## src/rtl/thermo_dec.sv

```systemverilog
// Thermometer-code decoder for the LED sequencer: decodes the ones count,
// flags illegal codes and sequence violations, and counts errors and wraps.
module thermo_dec #(
    parameter int unsigned CNT_W = 8
) (
    input  logic             ck,
    input  logic             rs,
    input  logic [7:0]       leds,
    input  logic             in_valid,
    input  logic             clr_cnt,
    output logic [3:0]       level,
    output logic             out_valid,
    output logic             code_err,
    output logic             seq_err,
    output logic             locked,
    output logic [CNT_W-1:0] err_cnt,
    output logic [CNT_W-1:0] wrap_cnt
);

    typedef enum logic [1:0] {
        IDLE  = 2'd0,
        TRACK = 2'd1,
        ERR   = 2'd2
    } state_t;

    state_t     state;
    state_t     state_nx;
    logic       legal;
    logic [3:0] dec;
    logic       seq_nx;
    logic       wrap_evt;
    logic       err_evt;

    always_comb begin
        legal = 1'b1;
        dec   = '0;
        case (leds)
            8'h00:   dec = 4'd0;
            8'h01:   dec = 4'd1;
            8'h03:   dec = 4'd2;
            8'h07:   dec = 4'd3;
            8'h0F:   dec = 4'd4;
            8'h1F:   dec = 4'd5;
            8'h3F:   dec = 4'd6;
            8'h7F:   dec = 4'd7;
            8'hFF:   dec = 4'd8;
            default: legal = 1'b0;
        endcase
    end

    // level doubles as the previous legal sample: it only moves on legal samples
    always_comb begin
        state_nx = state;
        seq_nx   = 1'b0;
        wrap_evt = 1'b0;
        if (in_valid) begin
            if (!legal) begin
                state_nx = ERR;
            end else begin
                case (state)
                    IDLE: begin
                        if (dec == 4'd1) begin
                            state_nx = TRACK;
                        end else if (dec != 4'd0) begin
                            seq_nx   = 1'b1;
                            state_nx = ERR;
                        end
                    end
                    TRACK: begin
                        if (dec == 4'd0) begin
                            state_nx = IDLE;
                        end else if (level == 4'd8 && dec == 4'd1) begin
                            wrap_evt = 1'b1;
                        end else if (dec != level && dec != level + 4'd1) begin
                            seq_nx   = 1'b1;
                            state_nx = ERR;
                        end
                    end
                    ERR: begin
                        if (dec == 4'd1) begin
                            state_nx = TRACK;
                        end else if (dec == 4'd0) begin
                            state_nx = IDLE;
                        end
                    end
                    default: state_nx = IDLE;
                endcase
            end
        end
    end

    assign err_evt = in_valid && (!legal || seq_nx);
    assign locked  = (state == TRACK);

    always_ff @(posedge ck or negedge rs) begin
        if (!rs) begin
            state     <= IDLE;
            level     <= '0;
            out_valid <= 1'b0;
            code_err  <= 1'b0;
            seq_err   <= 1'b0;
        end else begin
            state     <= state_nx;
            out_valid <= in_valid;
            code_err  <= in_valid && !legal;
            seq_err   <= seq_nx;
            if (in_valid && legal) begin
                level <= dec;
            end
        end
    end

    always_ff @(posedge ck or negedge rs) begin
        if (!rs) begin
            err_cnt  <= '0;
            wrap_cnt <= '0;
        end else if (clr_cnt) begin
            err_cnt  <= '0;
            wrap_cnt <= '0;
        end else begin
            if (err_evt && err_cnt != '1) begin
                err_cnt <= err_cnt + 1'b1;
            end
            if (wrap_evt && wrap_cnt != '1) begin
                wrap_cnt <= wrap_cnt + 1'b1;
            end
        end
    end

endmodule

```

## config.mk

```make
export PLATFORM = sky130hd
export DESIGN_NAME = thermo_dec
export DESIGN_NICKNAME = d
export VERILOG_FILES = /design/src/rtl/thermo_dec.sv
export SDC_FILE = /design/constraint.sdc
export NUM_CORES = 1
export LEC_CHECK = 0
export ABC_AREA = 1
export BUFFER_PORTS_ARGS = -buffer_cell sky130_fd_sc_hd__buf_2
export CAP_MARGIN = 20
export CORE_ASPECT_RATIO = 0.7
export CORE_MARGIN = 4
export CORE_UTILIZATION = 50
export DETAILED_ROUTE_END_ITERATION = 12
export PLACE_DENSITY = 0.76
export SYNTH_ARGS = -nofsm -noshare
export SYNTH_HDL_FRONTEND = slang
export SYNTH_SLANG_ARGS = --single-unit
```

## constraint.sdc

```tcl
create_clock -name ck -period 1.94 [get_ports ck]
set_clock_uncertainty 0.15 [all_clocks]
set_input_delay 0.194 -clock ck [delete_from_list [all_inputs] [get_ports ck]]
set_output_delay 0.194 -clock ck [all_outputs]
set_load 0.02 [all_outputs]
```

==> run metrics, run 1 <==
worst IR drop on VDD=0.296 mV; Synth Area per Inst=7.17 µm²; switching power=0.000407 W; total via count in the routed design=1799; kind of cell adding the most delay to the critical path=simple AND/OR/NAND/NOR gates; total clock buffers created by CTS=3; clock share of power=0.252; clock insertion delay at the later pin of the skew report=270 ps; syn nets=271; path depth of the worst reg2reg path=11; per-cell routed wire length=12.5 µm; layout cell share with drive strength beyond 1=0.359; class of the tightest hold or removal check=in2reg; finished layout cell area=2340 µm²; height of the die=58.6 µm; post-route antenna net violation count=0; vias in the first global route=1521; Iter 0 DRT Violations=94; internal portion of total power=0.000840 W; smallest setup slack after layout=-32.7 ps; top fanout value on the critical path=8; leftover overflow at the end of global routing=0; Leakage Power=1.24 nW; detailed-route DRC error count=0; antenna fix cells=0; slew at the pin closest to its max-slew limit=544 ps; clock period minus final worst setup slack=1970 ps; width of the die=80.3 µm; max-cap check violation count=0; antenna violations before repair=0; worst hold slack across all endpoints=122 ps; total standard cell area after synthesis=1830 µm²; Area Overhead vs Synth=28.2%; longest individual stage delay on the worst path=470 ps; final core occ=0.667; area of the die=4700 µm²; part of the cycle the worst path needs=1.02; root buffer selected by CTS=sky130_fd_sc_hd__clkbuf_8; number of register bits inferred by synthesis=25; Reg clk slew, reported paths=90 ps; initial core utilization=0.520; number of nets in the layout=323; endpoint of the worst hold-timing path=wrap_cnt[5]; crit-path cells=ha_4, xor2_2, nand4_1, nand2_1, nand3b_1, nand2_1, nand2_2, nand4_4, nand2_4, nand2_1, nand2_1; area of the core=3510 µm²; final wirelength=4.44 mm; weighted congestion reported at the end of routability-driven placement=0.870; part of the power in combinational logic=0.281; commonest non-fill, non-tap cells in the layout=sky130_fd_sc_hd__nand2_1, sky130_fd_sc_hd__buf_2, sky130_fd_sc_hd__nand3_1, sky130_fd_sc_hd__nor2_1, sky130_fd_sc_hd__inv_1; data required time of the critical path=1960 ps; global-route wire length before repair=7.22 mm; r2r endpoint=err_cnt[7]; status=complete, but fails checks; Total GRT Usage=0.195; source of the worst hold timing path=clr_cnt; fraction of post-synthesis cell area in the top cell type by area=0.342; top post-synthesis cells by area=sky130_fd_sc_hd__dfrtp_1, sky130_fd_sc_hd__nand2_1, sky130_fd_sc_hd__nand3_1; cell depth of the worst min-delay path=2; classification of the worst setup path=reg2reg; power density of the placed cells=532 nW/µm²; placed cell areas=2100 µm²; Worst R2R Setup Slack=-30 ps; most repeated library cell on the critical path=sky130_fd_sc_hd__nand2_1; Placement Setup Slack=-40.9 ps; pin count of the biggest net entering global routing=26; Worst path slowest cell=sky130_fd_sc_hd__dfrtp_2; TNS Setup=-144 ps; I/O pins=36; site row count=18; crit path buf inv count=0; distinct cell type count after synthesis=30; level count of the clock H-tree=1; number of max-slew violations in the final report=0; clock sinks=25; CTS tree=built; Worst setup SP type=flop; worst slew margin relative to its limit=0.637; half-perimeter wire length of the detailed placement result=3.23 mm; net switching share of the total power=0.326; Longest Clk Path Bufs=2; cells after synthesis=255; violations in the final reports=negative setup slack; sequential fraction of design power=0.467; Port Buffers=35; setup repair after global routing missed its margin=yes; post-synthesis sequential area ratio=0.342; data arrival time at the worst-slack endpoint=1990 ps; Final Hold Viols=0; critical path capture point type=flop; number of iterations in the first detailed-routing pass=4; DR vias/cell=5.05; top achievable clock speed=0.507 GHz; reg2reg start=level[1]; cell type with the largest total area after synthesis=sky130_fd_sc_hd__dfrtp_1; count of endpoints failing setup in the final report=8; crit path from=level[1]; most common cell after layout, fill and taps aside=sky130_fd_sc_hd__nand2_1; number of gates on the worst path with buffers counted=11; Synth Warn #=0
what timing repair did:
item	4_1_cts	5_1_grt
resized for setup	5	31
buffers inserted	1	5
pin swaps	3	20
hold buffers	2	0
endpoints found under the setup margin	11	15
cloned	1	0
hold endpoints to repair	26	0
how the worst max path moves through the flow:
stage / end / slack (ps)
after detailed placement: err_cnt[0] / -40
after global routing: err_cnt[7] / -180
after CTS: err_cnt[5] / -4
after global placement: err_cnt[7] / 6
after floorplan: state[0] / 30
final: err_cnt[7] / -30
cells in the mapped netlist (all sizes together):
cell	instances
nor4	1
nor3b	2
o21ai	7
and2	1
mux2	1
xor2	7
inv	32
nand4	7
nor2	41
a21oi	7
dfrtp	25
buf	2
nand3b	1
xnor2	2
nand3	35
clkbuf	1
nand2	75
ha	4
nor3	3
o31ai	1
per-layer routing:
metal | share of wire | global-route usage | up-vias
met3 | 0.061 | 0.0505 | 5
met2 | 0.43 | 0.271 | 46
met5 | 0 | 0 | -
met1 | 0.50 | 0.306 | 828
met4 | 0.0059 | 0.0361 | 0
li1 | - | - | 920
flip-flops by register name (all words and copies together) (netlist names):
name / flops
code_err: 1
err_cnt: 8
level: 4
out_valid: 1
seq_err: 1
state: 2
wrap_cnt: 8
stage by stage:
step                      cells  total power [W]
final                       356          0.00125
after floorplan             255         0.000745
after CTS                   351          0.00118
after detailed placement    343         0.000852
after global routing        356          0.00131
after global placement      343         0.000848
area by class of cell:
class	count	area, µm²
well taps	50	62.6
multi-input cells	196	1190
clock buffers	3	41.3
flip-flops and latches	25	631
fillers	304	1170
repair buffers	49	293
clock inverters	1	5.00
inverters	32	120
power groups by stage:
stage                     Combinational, W  Clock, W  Sequential (W)
after floorplan                   0.000141         0        0.000603
after global placement            0.000266         0        0.000582
after detailed placement          0.000270         0        0.000581
after CTS                         0.000298  0.000314        0.000571
after global routing              0.000387  0.000341        0.000587
final                             0.000351  0.000315        0.000582
cell families (layout without fill, tap and decap cells):
| logic type | after synthesis | count (layout) | synth area share |
|---|---|---|---|
| fa+ha+maj | 4 | 4 | 0.0274 |
| compound gates | 15 | 15 | 0.0424 |
| xor+xnor | 9 | 9 | 0.0431 |
| simple gates | 166 | 167 | 0.465 |
| buf+inv | 35 | 85 | 0.0732 |
| flops | 25 | 25 | 0.342 |
| mux | 1 | 1 | 0.00616 |
(Power assumes the default switching activity.)
==> run 2, diff against run 1 <==
--- a/config.mk
+++ b/config.mk
@@ -6,13 +6,14 @@
 export NUM_CORES = 1
 export LEC_CHECK = 0
 export ABC_AREA = 1
-export BUFFER_PORTS_ARGS = -buffer_cell sky130_fd_sc_hd__buf_2
+export BUFFER_PORTS_ARGS = -buffer_cell sky130_fd_sc_hd__clkbuf_2
 export CAP_MARGIN = 20
 export CORE_ASPECT_RATIO = 0.7
 export CORE_MARGIN = 4
 export CORE_UTILIZATION = 50
 export DETAILED_ROUTE_END_ITERATION = 12
 export PLACE_DENSITY = 0.76
+export RECOVER_POWER = 100
 export SYNTH_ARGS = -nofsm -noshare
 export SYNTH_HDL_FRONTEND = slang
 export SYNTH_SLANG_ARGS = --single-unit
==> run metrics, run 2 (synthesis gave the netlist of run 1 again) <==
critical path capture point type=flop; switching power=0.000373 W; total clock buffers created by CTS=3; reg2reg start=level[1]; number of max-slew violations in the final report=0; layout cell share with drive strength beyond 1=0.209; number of nets in the layout=318; Reg clk slew, reported paths=90 ps; top fanout value on the critical path=8; half-perimeter wire length of the detailed placement result=3.16 mm; width of the die=80.3 µm; source of the worst hold timing path=clr_cnt; Port Buffers=35; placed cell areas=2100 µm²; clock sinks=25; classification of the worst setup path=reg2reg; root buffer selected by CTS=sky130_fd_sc_hd__clkbuf_8; per-cell routed wire length=12.1 µm; smallest setup slack after layout=-31.1 ps; slew at the pin closest to its max-slew limit=612 ps; net switching share of the total power=0.315; count of endpoints failing setup in the final report=8; data required time of the critical path=1950 ps; leftover overflow at the end of global routing=0; pin count of the biggest net entering global routing=26; clock period minus final worst setup slack=1970 ps; Area Overhead vs Synth=20.5%; post-route antenna net violation count=0; DR vias/cell=4.96; area of the core=3510 µm²; most common cell after layout, fill and taps aside=sky130_fd_sc_hd__nand2_1; part of the power in combinational logic=0.261; power density of the placed cells=538 nW/µm²; site row count=18; status=complete, but fails checks; Leakage Power=1.11 nW; finished layout cell area=2200 µm²; Longest Clk Path Bufs=2; max-cap check violation count=0; clock insertion delay at the later pin of the skew report=270 ps; initial core utilization=0.520; antenna violations before repair=0; commonest non-fill, non-tap cells in the layout=sky130_fd_sc_hd__nand2_1, sky130_fd_sc_hd__nand3_1, sky130_fd_sc_hd__nor2_1, sky130_fd_sc_hd__inv_1; Iter 0 DRT Violations=102; global-route wire length before repair=7.35 mm; Worst setup SP type=flop; clock share of power=0.258; sequential fraction of design power=0.482; level count of the clock H-tree=1; Layout fillers=357; total via count in the routed design=1740; detailed-route DRC error count=0; height of the die=58.6 µm; worst slew margin relative to its limit=0.592; data arrival time at the worst-slack endpoint=1980 ps; internal portion of total power=0.000812 W; part of the cycle the worst path needs=1.02; largest registers=err_cnt: 8 flops, wrap_cnt: 8 flops, level: 4 flops; class of the tightest hold or removal check=in2reg; I/O pins=36; worst IR drop on VDD=0.393 mV; final wirelength=4.25 mm; Final Hold Viols=0; final core occ=0.627; top achievable clock speed=0.507 GHz; antenna fix cells=0; Total GRT Usage=0.200; weighted congestion reported at the end of routability-driven placement=0.855; number of iterations in the first detailed-routing pass=4; area of the die=4700 µm²; setup repair after global routing missed its margin=yes; CTS tree=built; crit path from=level[1]; violations in the final reports=negative setup slack; vias in the first global route=1573
run 2: metal layers:
metal / vias to the layer above / GRT usage / wire (µm)
li1: 912 / - / -
met1: 775 / 0.313 / 2170
met2: 46 / 0.277 / 1760
met3: 7 / 0.0443 / 281
met4: 0 / 0.0506 / 42
met5: - / 0 / 0
run 2: worst paths after layout:
kind                          endpoint  slack, ps  cells past startpoint
setup / recovery            err_cnt[4]        -30                     13
hold / removal             wrap_cnt[5]        150                      2
hold reg to reg            wrap_cnt[3]        390                      1
max in group asynchronous     level[0]        890                      2
setup reg to reg            err_cnt[4]        -30                     13
min in group asynchronous   err_cnt[0]        310                      2
run 2: critical path, stage by stage (launching register included):
cell and delay, ps:
sky130_fd_sc_hd__dfrtp_1 420, sky130_fd_sc_hd__inv_1 110, sky130_fd_sc_hd__ha_4 280, sky130_fd_sc_hd__inv_1 30
sky130_fd_sc_hd__nand2_1 50, sky130_fd_sc_hd__nand2_1 50, sky130_fd_sc_hd__nor2_1 100, sky130_fd_sc_hd__nand3b_1 130
sky130_fd_sc_hd__nand2_1 100, sky130_fd_sc_hd__nand2_2 90, sky130_fd_sc_hd__nand4_4 110, sky130_fd_sc_hd__nand2_4 100
sky130_fd_sc_hd__nand2_1 90, sky130_fd_sc_hd__nand2_1 60
run 2: power groups by stage:
| stage | Sequential (W) | Clock [W] | Combinational (W) |
|---|---|---|---|
| final | 0.000571 | 0.000306 | 0.000309 |
| after detailed placement | 0.000580 | 0 | 0.000275 |
| after global placement | 0.000580 | 0 | 0.000270 |
| after CTS | 0.000569 | 0.000315 | 0.000304 |
| after global routing | 0.000575 | 0.000347 | 0.000343 |
| after floorplan | 0.000603 | 0 | 0.000141 |
run 2: final cells by class:
class | instances | area [µm²] | area share
well taps | 50 | 62.6 | 0.0284
flip-flops and latches | 25 | 627 | 0.284
clock buffers | 4 | 45.0 | 0.0204
repair buffers | 44 | 219 | 0.0994
multi-input cells | 196 | 1130 | 0.513
inverters | 32 | 120 | 0.0545
run 2: per-stage QoR:
stage                     setup TNS, ps  instances  setup slack (ps)  total power (W)  hold WS (ps)
after floorplan                       0        255              25.2         0.000745          -252
after global routing              -1650        351              -147          0.00127           149
final                              -140        351             -31.1          0.00119           155
after CTS                             0        351             0.946          0.00119           134
after detailed placement           -202        343             -30.2         0.000854          77.2
after global placement                0        343              2.64         0.000850          80.8
run 2: timing repair:
item,CTS,global route
gates resized for setup,7,6
pin swaps,0,3
gates cloned,1,0
endpoints found under the hold margin,26,0
hold buffers,2,0
setup endpoints to repair,10,16
buffers inserted,1,0
==> run 3, diff against run 2 <==
--- a/config.mk
+++ b/config.mk
@@ -6,13 +6,13 @@
 export NUM_CORES = 1
 export LEC_CHECK = 0
 export ABC_AREA = 1
-export BUFFER_PORTS_ARGS = -buffer_cell sky130_fd_sc_hd__clkbuf_2
 export CAP_MARGIN = 20
 export CORE_ASPECT_RATIO = 0.7
 export CORE_MARGIN = 4
 export CORE_UTILIZATION = 50
 export DETAILED_ROUTE_END_ITERATION = 12
-export PLACE_DENSITY = 0.76
+export DONT_BUFFER_PORTS = 1
+export PLACE_DENSITY = 0.68
 export RECOVER_POWER = 100
 export SYNTH_ARGS = -nofsm -noshare
 export SYNTH_HDL_FRONTEND = slang
==> constraint.sdc (replaced) <==
create_clock -name ck -period 2.01 [get_ports ck]
set_clock_uncertainty 0.15 [all_clocks]
set_input_delay 0.201 -clock ck [delete_from_list [all_inputs] [get_ports ck]]
set_output_delay 0.201 -clock ck [all_outputs]
set_load 0.02 [all_outputs]
==> run metrics, run 3 (synthesis gave the netlist of run 1 again) <==
area of the die=4700 µm²; data required time of the critical path=2070 ps; Port Buffers=0; reg2reg start=level[0]; leftover overflow at the end of global routing=0; slew at the pin closest to its max-slew limit=1130 ps; top achievable clock speed=0.506 GHz; detailed-route DRC error count=0; number of iterations in the first detailed-routing pass=4; crit path from=level[0]; count of endpoints failing setup in the final report=0; Leakage Power=1.07 nW; most common cell after layout, fill and taps aside=sky130_fd_sc_hd__nand2_1; longest individual stage delay on the worst path=420 ps; global-route wire length before repair=6.79 mm; clock sinks=25; Final Non-Filler Cells=328; initial core utilization=0.520; I/O pins=36; Worst setup SP type=flop; largest registers=err_cnt: 8 flops, wrap_cnt: 8 flops, level: 4 flops; total clock buffers created by CTS=3; pin count of the biggest net entering global routing=26; class of the tightest hold or removal check=in2reg; clock insertion delay at the later pin of the skew report=270 ps; commonest non-fill, non-tap cells in the layout=sky130_fd_sc_hd__nand2_1, sky130_fd_sc_hd__nor2_1, sky130_fd_sc_hd__nand3_1, sky130_fd_sc_hd__inv_1, sky130_fd_sc_hd__dfrtp_1; smallest setup slack after layout=33.2 ps; antenna violations before repair=0; source of the worst hold timing path=in_valid; height of the die=58.6 µm; final wirelength=4.33 mm; total via count in the routed design=1718; multi-input combinational cell area=1130 µm²; most repeated library cell on the critical path=sky130_fd_sc_hd__nand2_2; layout cell share with drive strength beyond 1=0.205; site row count=18; half-perimeter wire length of the detailed placement result=3.15 mm; area of all sequential standard cells=627 µm²; Reg clk slew, reported paths=80 ps; Placement Setup Slack=7.63 ps; power density of the placed cells=522 nW/µm²; top fanout value on the critical path=8; width of the die=80.3 µm; data arrival time at the worst-slack endpoint=2040 ps; clock period minus final worst setup slack=1980 ps; part of the cycle the worst path needs=0.983; vias in the first global route=1446; CTS tree=built; worst IR drop on VDD=0.244 mV; critical path capture point type=flop; per-cell routed wire length=13.2 µm; kind of cell adding the most delay to the critical path=simple AND/OR/NAND/NOR gates; Iter 0 DRT Violations=111; Longest Clk Path Bufs=2; level count of the clock H-tree=1; cell count after placement=319; status=completed; area of the core=3510 µm²; number of nets in the layout=295; post-route antenna net violation count=0; setup repair after global routing missed its margin=yes; DR vias/cell=5.24; Worst path slowest cell=sky130_fd_sc_hd__dfrtp_1; Final Hold Viols=0; weighted congestion reported at the end of routability-driven placement=0.826; worst slew margin relative to its limit=0.243; crit-path cells=buf_6, nand4_1, nand2_2, xor2_1, nor2_1, nand3b_1, nand2_1, nand2_2, nand4_4, nand2_8, nand2_2, nand2_1; antenna fix cells=0; Total GRT Usage=0.187; max-cap check violation count=0; Worst R2R Setup Slack=30 ps; Area Overhead vs Synth=16.6%; root buffer selected by CTS=sky130_fd_sc_hd__clkbuf_8; classification of the worst setup path=reg2reg; sum of internal, switching and leakage power=0.00111 W; Layout fillers=340; number of max-slew violations in the final report=0; crit path buf inv count=1
-- run 3: cell count changes in the layout (fill, tap and decap cells not counted), sizes merged --
| cell | previous run | this run |
|---|---|---|
| dlygate4sd3 | 2 | 3 |
| dlymetal6s4s | 0 | 1 |
| clkbuf | 39 | 12 |
| buf | 7 | 9 |
-- run 3: final timing paths --
path | cells after the start | to
setup / recovery | 12 | err_cnt[4]
hold / removal | 2 | seq_err
setup reg to reg | 12 | err_cnt[4]
hold reg to reg | 2 | level[3]
max in group asynchronous | 2 | level[2]
min in group asynchronous | 2 | level[1]
-- run 3: through the flow --
stage                      util  TNS, ps  cell area (µm²)  hold slack (ps)
after floorplan               -        0             1830             -245
after global placement    0.571        0             2000             -244
after detailed placement  0.571        0             2000             -244
after CTS                 0.600        0             2110             16.6
after global routing      0.606     -652             2130             30.4
final                     0.606        0             2130             19.9
-- run 3: layout make-up --
class / instances / area share
clock buffers: 4 / 0.0211
flip-flops and latches: 25 / 0.294
inverters: 32 / 0.0564
well taps: 50 / 0.0294
multi-input cells: 196 / 0.531
repair buffers: 21 / 0.0675
-- run 3: per-layer routing --
metal  track usage  routed length [µm]  up-vias
li1              -                   -      867
met1         0.291                2130      793
met2         0.256                1860       50
met3        0.0535                 291        8
met4        0.0386                  49        0
met5             0                   0        -
-- run 3: repair_timing --
item                                    in CTS  in global routing
pin swaps                                    0                 13
hold buffers                                 4                  0
endpoints found under the setup margin       8                 13
resized for setup                            1                 18
hold endpoints to repair                    38                  0
cloned                                       0                  1
setup buffers                                0                  0
-- run 3: report_power, final --
part / total [W] / internal [W] / switching (W)
Combinational: 0.000268 / 0.000101 / 0.000167
Clock: 0.000297 / 0.000142 / 0.000156
Sequential: 0.000547 / 0.000525 / 0.0000216
Total: 0.00111 / 0.000768 / 0.000345
-- run 3: worst reg2reg max path: cells and delay by family, from the launching register on --
kind	cells	cell delay (ps)
xor gates and xnor gates	1	180
buffers and inverters	1	170
DFF	1	420
and+or+nand+nor	10	980
